`config.mk`:
```
export PLATFORM = sky130hd
export DESIGN_NAME = jtag_tap_slave
export DESIGN_NICKNAME = d
export VERILOG_FILES = /design/src/rtl/jtag_tap_pkg.sv /design/src/rtl/jtag_tck_sync.sv /design/src/rtl/jtag_tap_slave.sv
export SDC_FILE = /design/constraint.sdc
export NUM_CORES = 1
export LEC_CHECK = 0
export ABC_CLOCK_PERIOD_IN_PS = 1950
export CORE_ASPECT_RATIO = 0.6
export CORE_MARGIN = 5
export CORE_UTILIZATION = 47
export CTS_CLUSTER_DIAMETER = 30
export DETAILED_ROUTE_END_ITERATION = 16
export PLACE_DENSITY = 0.77
export SLEW_MARGIN = 20
export SYNTH_ARGS = -nofsm -noshare
export SYNTH_HDL_FRONTEND = slang
export SYNTH_SLANG_ARGS = --single-unit
```
`constraint.sdc`:
```
create_clock -name clk_i -period 1.95 [get_ports clk_i]
set_input_delay 0.39 -clock clk_i [delete_from_list [all_inputs] [get_ports clk_i]]
set_output_delay 0.39 -clock clk_i [all_outputs]
set_load 0.01 [all_outputs]
```
`src/rtl/jtag_tap_pkg.sv`:
```
// Shared TAP definitions: 4-bit IEEE 1149.1 state encoding, fixed opcodes and the state transition function.
package jtag_tap_pkg;

   typedef enum logic [3:0] {
      TAP_EXIT2_DR = 4'h0,
      TAP_EXIT1_DR = 4'h1,
      TAP_SHIFT_DR = 4'h2,
      TAP_PAUSE_DR = 4'h3,
      TAP_SEL_IR   = 4'h4,
      TAP_UPD_DR   = 4'h5,
      TAP_CAP_DR   = 4'h6,
      TAP_SEL_DR   = 4'h7,
      TAP_EXIT2_IR = 4'h8,
      TAP_EXIT1_IR = 4'h9,
      TAP_SHIFT_IR = 4'hA,
      TAP_PAUSE_IR = 4'hB,
      TAP_RTI      = 4'hC,
      TAP_UPD_IR   = 4'hD,
      TAP_CAP_IR   = 4'hE,
      TAP_TLR      = 4'hF
   } tap_state_e;

   typedef enum logic [1:0] {
      DR_BYPASS,
      DR_IDCODE,
      DR_USER
   } dr_sel_e;

   localparam logic [4:0] OPC_IDCODE = 5'h01;
   localparam logic [4:0] OPC_BYPASS = 5'h1F;
   localparam int         IDCODE_W   = 32;

   function automatic tap_state_e tap_next(input tap_state_e s, input logic tms);
      tap_next = s;
      case (s)
         TAP_TLR:      tap_next = tms ? TAP_TLR      : TAP_RTI;
         TAP_RTI:      tap_next = tms ? TAP_SEL_DR   : TAP_RTI;
         TAP_SEL_DR:   tap_next = tms ? TAP_SEL_IR   : TAP_CAP_DR;
         TAP_CAP_DR:   tap_next = tms ? TAP_EXIT1_DR : TAP_SHIFT_DR;
         TAP_SHIFT_DR: tap_next = tms ? TAP_EXIT1_DR : TAP_SHIFT_DR;
         TAP_EXIT1_DR: tap_next = tms ? TAP_UPD_DR   : TAP_PAUSE_DR;
         TAP_PAUSE_DR: tap_next = tms ? TAP_EXIT2_DR : TAP_PAUSE_DR;
         TAP_EXIT2_DR: tap_next = tms ? TAP_UPD_DR   : TAP_SHIFT_DR;
         TAP_UPD_DR:   tap_next = tms ? TAP_SEL_DR   : TAP_RTI;
         TAP_SEL_IR:   tap_next = tms ? TAP_TLR      : TAP_CAP_IR;
         TAP_CAP_IR:   tap_next = tms ? TAP_EXIT1_IR : TAP_SHIFT_IR;
         TAP_SHIFT_IR: tap_next = tms ? TAP_EXIT1_IR : TAP_SHIFT_IR;
         TAP_EXIT1_IR: tap_next = tms ? TAP_UPD_IR   : TAP_PAUSE_IR;
         TAP_PAUSE_IR: tap_next = tms ? TAP_EXIT2_IR : TAP_PAUSE_IR;
         TAP_EXIT2_IR: tap_next = tms ? TAP_UPD_IR   : TAP_SHIFT_IR;
         TAP_UPD_IR:   tap_next = tms ? TAP_SEL_DR   : TAP_RTI;
         default:      tap_next = TAP_TLR;
      endcase
   endfunction

endpackage

```
`src/rtl/jtag_tck_sync.sv`:
```
// Brings TCK/TMS/TDI into the CLK domain through 2-flop synchronizers and detects TCK edges.
module jtag_tck_sync (
   input  logic clk_i,
   input  logic reset_i,
   input  logic tck_i,
   input  logic tms_i,
   input  logic tdi_i,
   output logic tck_rise_o,
   output logic tck_fall_o,
   output logic tms_o,
   output logic tdi_o
);

   logic [1:0] tck_q, tms_q, tdi_q;
   logic       tck_prev_q;

   always_ff @(posedge clk_i) begin
      if (reset_i) begin
         tck_q      <= '0;
         tms_q      <= '0;
         tdi_q      <= '0;
         tck_prev_q <= 1'b0;
      end else begin
         tck_q      <= {tck_q[0], tck_i};
         tms_q      <= {tms_q[0], tms_i};
         tdi_q      <= {tdi_q[0], tdi_i};
         tck_prev_q <= tck_q[1];
      end
   end

   assign tck_rise_o = tck_q[1] & ~tck_prev_q;
   assign tck_fall_o = ~tck_q[1] & tck_prev_q;
   assign tms_o      = tms_q[1];
   assign tdi_o      = tdi_q[1];

endmodule

```
`src/rtl/jtag_tap_slave.sv`:
```
// JTAG TAP slave run entirely on CLK; TCK is oversampled and its edges drive the TAP FSM.
// Optional USER data register is enabled by defining JTAG_TAP_USER_DR_EN.
module jtag_tap_slave
   import jtag_tap_pkg::*;
#(
   parameter int                    C_IR_WIDTH      = 5,
   parameter int                    C_USER_DR_WIDTH = 32,
   parameter logic [31:0]           C_IDCODE        = 32'h10000001,
   parameter logic [C_IR_WIDTH-1:0] C_IR_USER       = C_IR_WIDTH'(5'h10)
) (
   input  logic                       clk_i,
   input  logic                       reset_i,
   input  logic                       tck_i,
   input  logic                       tms_i,
   input  logic                       tdi_i,
   output logic                       tdo_o,
   output logic                       tdo_oe_o,
   input  logic [C_USER_DR_WIDTH-1:0] user_capture_i,
   output logic [C_USER_DR_WIDTH-1:0] user_update_o,
   output logic                       user_update_vld_o,
   output logic [3:0]                 tap_state_o
);

   localparam int DRW = (C_USER_DR_WIDTH > IDCODE_W) ? C_USER_DR_WIDTH : IDCODE_W;
   localparam int DLW = $clog2(DRW);
   localparam logic [C_IR_WIDTH-1:0] IR_IDCODE  = C_IR_WIDTH'(OPC_IDCODE);
   localparam logic [C_IR_WIDTH-1:0] IR_BYPASS  = {C_IR_WIDTH{OPC_BYPASS[0]}};
   localparam logic [C_IR_WIDTH-1:0] IR_CAPTURE = C_IR_WIDTH'(2'b01);

   logic tck_rise, tck_fall, tms_s, tdi_s;

   tap_state_e                 state_q, state_d;
   logic [C_IR_WIDTH-1:0]      ir_q, ir_d, ir_sr_q, ir_sr_d;
   logic [DRW-1:0]             dr_sr_q, dr_sr_d, dr_cap, dr_shift;
   logic [DLW-1:0]             dr_msb;
   dr_sel_e                    dr_sel;
   logic                       tdo_q, tdo_d, oe_q, oe_d;
   logic [C_USER_DR_WIDTH-1:0] upd_q, upd_d;
   logic                       vld_q, vld_d;

   jtag_tck_sync u_sync (
      .clk_i      (clk_i),
      .reset_i    (reset_i),
      .tck_i      (tck_i),
      .tms_i      (tms_i),
      .tdi_i      (tdi_i),
      .tck_rise_o (tck_rise),
      .tck_fall_o (tck_fall),
      .tms_o      (tms_s),
      .tdi_o      (tdi_s)
   );

   always_ff @(posedge clk_i) begin
      if (reset_i) state_q <= TAP_TLR;
      else         state_q <= state_d;
   end

   always_comb begin
      state_d = state_q;
      if (tck_rise) state_d = tap_next(state_q, tms_s);
   end

   // Without the USER register its opcode falls through to BYPASS, so USER outputs stay at reset value.
   always_comb begin
      dr_sel = DR_BYPASS;
      if (ir_q == IR_BYPASS)      dr_sel = DR_BYPASS;
      else if (ir_q == IR_IDCODE) dr_sel = DR_IDCODE;
`ifdef JTAG_TAP_USER_DR_EN
      else if (ir_q == C_IR_USER) dr_sel = DR_USER;
`endif
   end

`ifndef JTAG_TAP_USER_DR_EN
   logic unused_ir_user;
   assign unused_ir_user = ^C_IR_USER;
`endif

   always_comb begin
      dr_cap = '0;
      dr_msb = '0;
      case (dr_sel)
         DR_IDCODE: begin
            dr_cap[IDCODE_W-1:0] = C_IDCODE;
            dr_msb               = DLW'(IDCODE_W - 1);
         end
         DR_USER: begin
            dr_cap[C_USER_DR_WIDTH-1:0] = user_capture_i;
            dr_msb                      = DLW'(C_USER_DR_WIDTH - 1);
         end
         default: ;
      endcase
      // TDI enters at the MSB of the active register length, not of the shared shifter.
      dr_shift         = dr_sr_q >> 1;
      dr_shift[dr_msb] = tdi_s;
   end

   always_comb begin
      ir_d    = ir_q;
      ir_sr_d = ir_sr_q;
      dr_sr_d = dr_sr_q;
      tdo_d   = tdo_q;
      oe_d    = oe_q;
      upd_d   = upd_q;
      vld_d   = 1'b0;
      if (tck_rise) begin
         case (state_q)
            TAP_CAP_IR:   ir_sr_d = IR_CAPTURE;
            TAP_SHIFT_IR: ir_sr_d = {tdi_s, ir_sr_q[C_IR_WIDTH-1:1]};
            TAP_UPD_IR:   ir_d    = ir_sr_q;
            TAP_CAP_DR:   dr_sr_d = dr_cap;
            TAP_SHIFT_DR: dr_sr_d = dr_shift;
            TAP_UPD_DR: begin
               if (dr_sel == DR_USER) begin
                  upd_d = dr_sr_q[C_USER_DR_WIDTH-1:0];
                  vld_d = 1'b1;
               end
            end
            default: ;
         endcase
         if (state_d == TAP_TLR) ir_d = IR_IDCODE;
      end
      if (tck_fall) begin
         tdo_d = 1'b0;
         oe_d  = 1'b0;
         if (state_q == TAP_SHIFT_IR) begin
            tdo_d = ir_sr_q[0];
            oe_d  = 1'b1;
         end else if (state_q == TAP_SHIFT_DR) begin
            tdo_d = dr_sr_q[0];
            oe_d  = 1'b1;
         end
      end
   end

   always_ff @(posedge clk_i) begin
      if (reset_i) begin
         ir_q    <= IR_IDCODE;
         ir_sr_q <= '0;
         dr_sr_q <= '0;
         tdo_q   <= 1'b0;
         oe_q    <= 1'b0;
         upd_q   <= '0;
         vld_q   <= 1'b0;
      end else begin
         ir_q    <= ir_d;
         ir_sr_q <= ir_sr_d;
         dr_sr_q <= dr_sr_d;
         tdo_q   <= tdo_d;
         oe_q    <= oe_d;
         upd_q   <= upd_d;
         vld_q   <= vld_d;
      end
   end

   assign tdo_o             = tdo_q;
   assign tdo_oe_o          = oe_q;
   assign user_update_o     = upd_q;
   assign user_update_vld_o = vld_q;
   assign tap_state_o       = state_q;

endmodule

```
* Yosys cells after proc, flatten, opt, wreduce, memory -nomap -nowiden *
Cells that the tools add are included.
W data, S select, Z words.

cells by class
  order comparisons = 2
  equality and inequality tests = 20
  multiplexer cells = 30
  bitwise operators = 6
  reductions and logical operators = 14

operator list
  operator              count
  $pmux W32 S2          2
  $pmux W4 S12          1
  $eq A4 B4 Y1 const B  9
  $bwmux W32            1
  $eq A4 B3 Y1 const B  4
  $mux W5               3
  $mux W2               6
  $mux W3               4
  $pmux W5 S2           1
  $mux W1               9
  $eq A4 B2 Y1 const B  2
  $mux W4               2
  $lt A5 B6 Y1 const B  1
  $reduce_and A2 Y1     3
  $reduce_bool A2 Y1    3
  $reduce_or A2 Y1      3
  $reduce_or A3 Y1      2
  $demux W1 S5          1
  $eq A5 B1 Y1 const B  1
  $eq A5 B5 Y1 const B  1
  $ge A5 B1 Y1 const B  1
  $eq A4 B1 Y1 const B  1
  $logic_not A4 Y1      1
  $not A1 Y1            4
  other kinds (5)       6

storage, ports and cells
  register bits after elaboration = 88
  bits of input ports = 37
  logic and storage cells = 84

* Longest topological paths before layout *
  word-level depth = 12
  gate-level depth with buffers = 5
  depth with buffers taken out = 4

* By module *
A second synthesis with hierarchy kept.

second synthesis, totals
  cell total of the unflattened synthesis = 284
  area, all modules = 2,498.6 µm²

by module, submodules not included
  module          times used  cells each  area each (µm²)  seq. area each (µm²)
  jtag_tap_slave  1           268         2,302.2          960.9
  jtag_tck_sync   1           16          196.4            140.1

* Worst setup path after synthesis *
OpenSTA, ideal clock, no wires.

  path type = register to register
  start = register state_q[1] (netlist: tap_state_o[1])
  end = register dr_sr_q[0]
  arrival time = 1,399 ps
  required time = 1,834 ps
  setup slack = 435 ps
  stages on the path, launching flop included = 6
  cell sequence = dfxtp_1 buf_4 or3b_1 nor3_1 a2111oi_2 a31o_1

between the ends
  word-level cells in the longest chain between the ends = 3
  elaborated cells between the ends (all ways) = 5
  those cells by class = 2 x eq/ne; 1 x mux; 2 x reduce/logical

ends and longest elaborated chain
  element                                       line                   source
  start, declared                               jtag_tap_slave.sv:32   tap_state_e state_q, state_d;
  start signal, assigned                        jtag_tap_slave.sv:55   else state_q <= state_d;
  $eq A4 B2 Y1 or $eq A4 B3 Y1 (tied branches)  jtag_tap_slave.sv:106  case (state_q)
  $reduce_bool A2 Y1 (no line)                  --
  $reduce_and A2 Y1 (no line)                   --
  end signal, assigned                          jtag_tap_slave.sv:147  dr_sr_q <= dr_sr_d;
  end, declared                                 jtag_tap_slave.sv:34   logic [DRW-1:0] dr_sr_q, dr_sr_d, dr_cap, dr_shift;

Parallel ways exist; a longest one is shown, timed or not.
A chain may end at the register's enable or synchronous reset.

* Final worst setup path *
  start = register state_q[0] (netlist: tap_state_o[0])
  end = output port tap_state_o[0]

RTL lines
  element        line                  source
  end, declared  jtag_tap_slave.sv:21  output logic [3:0] tap_state_o

No word-level cell between the ends.

==> results.sh <==
export IMPL_run_status="complete, no violations"
export IMPL_ys_ff_latch=55
export IMPL_grt_max_degree=33
export IMPL_setup_tns_ps=0
export IMPL_cts_root_buf="clkbuf_8"
export IMPL_required_ps=1560
export IMPL_drc=0
export IMPL_place_congestion=0.750
export IMPL_clock_path_buffers=2
export IMPL_worst_slew_margin_rel=0.610
export IMPL_hold_violations=0
export IMPL_avgSynthCellArea_um2=9.22
export IMPL_syn_area_um2=2650
export IMPL_p_total_mw=2.04
export IMPL_insertion_delay_ps=310
export IMPL_antenna_found_initial=0
export IMPL_die_h_um=68.1
export IMPL_synth_async_reset_ratio=0
export IMPL_grt_overflow=0
export IMPL_cts_htree_levels=2
export IMPL_synth_compound_area_share=0.0870
export IMPL_drt_pass1_iterations=4
export IMPL_num_vias=1735
export IMPL_cts_made_buffers=5
export IMPL_synthAdderAreaFrac=0
export IMPL_hold_class="reg2reg"
export IMPL_cp_top_family="buffers and inverters"
export IMPL_fin_util=0.507
export IMPL_switching_share=0.222
export IMPL_fin_ws_ps=152
export IMPL_clock_power_share=0.378
export IMPL_synthMuxAreaShare=0.121
export IMPL_fin_skew_ps=6.63
export IMPL_criticalPathCategory="reg2out"
export IMPL_startpoint_type="flip-flop"
export IMPL_synth_top_family_by_area="simple AND/OR/NAND/NOR gates"
export IMPL_synthXorXnorAreaFrac=0
export IMPL_diodes=0
export IMPL_min_delay_start="u_sync.tdi_q[0]"
export IMPL_fin_nets=330
export IMPL_dieArea_um2=7280
export IMPL_routed_wl_um=4340
export IMPL_drive_gt1_frac=0.0918
export IMPL_pre_cts_ws_ps=257
export IMPL_crit_start="tap_state_o[0]"
export IMPL_setup_viol=0
export IMPL_wl_per_cell_um=11.9
export IMPL_hpwl_um=3060
export IMPL_path_clk_slew_ps=90
export IMPL_ios=76
export IMPL_grt_pass1_wl_um=7440
export IMPL_cp_end_kind="primary output"
export IMPL_die_w_um=107
export IMPL_io_buffers=10
export IMPL_period_needed_ps=1800
export IMPL_internal_power_mw=1.59
export IMPL_synth_top_area_frac=0.416
export IMPL_ys_warn_count=0
export IMPL_synth_cell_types=39
export IMPL_worst_pin_slew_ps=586
export IMPL_powerDensity_nw_per_um2=730
export IMPL_post_cts_setup_buffers=0
export IMPL_yosysMostFrequentCell="dfxtp_1"
export IMPL_grt_usage=0.128
export IMPL_max_freq_mhz=556
export IMPL_path_cells="clkdlybuf4s50_1"
export IMPL_stdcell_count=363
export IMPL_rsz0062_at_grt="no"
export IMPL_crit_slowest_cell="clkdlybuf4s50_1"
export IMPL_synth_cells=287
export IMPL_fin_area_um2=2800
export IMPL_synth_flop_cell="dfxtp_1"
export IMPL_grt_pass1_vias=1631
export IMPL_holdWs_ps=442
export IMPL_synth_commonest_cells="dfxtp_1, buf_4, nor2_1, mux2i_1, and2_1"
export IMPL_worst_ep_arrival_time_ps=1410
export IMPL_maxCapViolations=0
export IMPL_postRouteAntennaNets=0
export IMPL_r2r_start="tap_state_o[2]"
export IMPL_cp_max_fo=15
export IMPL_report_final_slew_viol_count=0
export IMPL_synth_area_leaders="dfxtp_1, mux2i_1, buf_4, and2_1, nor2_1"
export IMPL_start_util=0.480
export IMPL_vdd_drop_max_mv=0.502
export IMPL_fin_crit_sh=0.922
export IMPL_seq_area_frac_synth=0.416
export IMPL_p_switching_mw=0.455
export IMPL_via_per_inst=4.78
export IMPL_comb_power_share=0.057
export IMPL_cts_sinks=55
export IMPL_seq_power_share=0.565
export IMPL_fp_row_count=21
export IMPL_placed_cells=355
export IMPL_tritoncts="done"
export IMPL_area_growth_pct=5.77
export IMPL_place_area_um2=2680
export IMPL_synth_simple_area_share=0.242
export IMPL_critPathMaxStageDelay_ps=600
export IMPL_synth_enable_flop_cells=0
export IMPL_power_leakage_nw=1.05
export IMPL_drt_first_iter_violations=90
export IMPL_yosys_area_top_type="dfxtp_1"
export IMPL_worst_path_buf_inv=1
export IMPL_nFillCells=532
export IMPL_cts_hold_buf=0
export IMPL_core_area_um2=5520
layout by cell type (no fill, tap or decap), types with 2 or more instances in the layout:
master and count:
a21oi_1 16, a31oi_1 2, and2_1 30, buf_12 2
buf_4 5, clkbuf_8 6, clkdlybuf4s50_1 9, conb_1 33
dfxtp_1 52, dfxtp_2 3, mux2i_1 32, nand2_1 14
nand2b_1 5, nand4_1 2, nor2_1 34, nor2b_1 7
nor3_1 3, o21ai_0 8, o21bai_1 3, or3b_1 5
metal layers:
layer | track usage | vias up | routed length [um]
li1 | - | 899 | -
met1 | 0.168 | 798 | 2140
met2 | 0.205 | 34 | 1950
met3 | 0.0368 | 4 | 196
met4 | 0.0431 | 0 | 46
met5 | 0 | - | 0
power groups by stage:
stage | Clock (mW) | Sequential [mW] | Combinational, mW
2_1_floorplan | 0 | 1.17 | 0.140
3_3_place_gp | 0 | 1.18 | 0.113
3_5_place_dp | 0 | 1.18 | 0.114
4_1_cts | 0.801 | 1.16 | 0.115
5_1_grt | 0.842 | 1.16 | 0.131
6_report | 0.773 | 1.16 | 0.116
cells by family (layout without fill, tap and decap cells):
logic type | Yosys count | count (layout)
flip-flops | 55 | 55
buffers and inverters | 51 | 26
AND/OR/NAND/NOR | 111 | 111
AO/OA/AOI/OAI | 37 | 37
multiplexers | 32 | 32
other | 1 | 33
area by class of cell:
type | instances | area, um2 | share of cell area
tap | 69 | 86.3 | 0.0308
clock buffer | 6 | 82.6 | 0.0295
inverter | 1 | 3.75 | 0.00134
clock inverter | 2 | 35.0 | 0.0125
multi-input combinational | 213 | 1320 | 0.470
timing repair buffer | 17 | 173 | 0.0617
sequential | 55 | 1100 | 0.395
registers in the layout (all words and copies together) (netlist names), 2 cells and up:
signal        count
tap_state_o       4
u_sync.tdi_q      2
u_sync.tms_q      2
ir_q              5
dr_sr_q          32
u_sync.tck_q      2
ir_sr_q           5
timing repair:
action,in CTS,in global routing
setup endpoints to repair,2,1
resized for setup,2,1
hold endpoints to repair,0,0
path summary, 6_finish.rpt:
kind	end	slack, ps	depth (start not counted)
hold / removal	u_sync.tdi_q[1]	440	1
hold reg to reg	u_sync.tdi_q[1]	440	1
setup / recovery	tap_state_o[0]	150	1
setup reg to reg	dr_sr_q[0]	370	5
(Power assumes the default switching activity.)
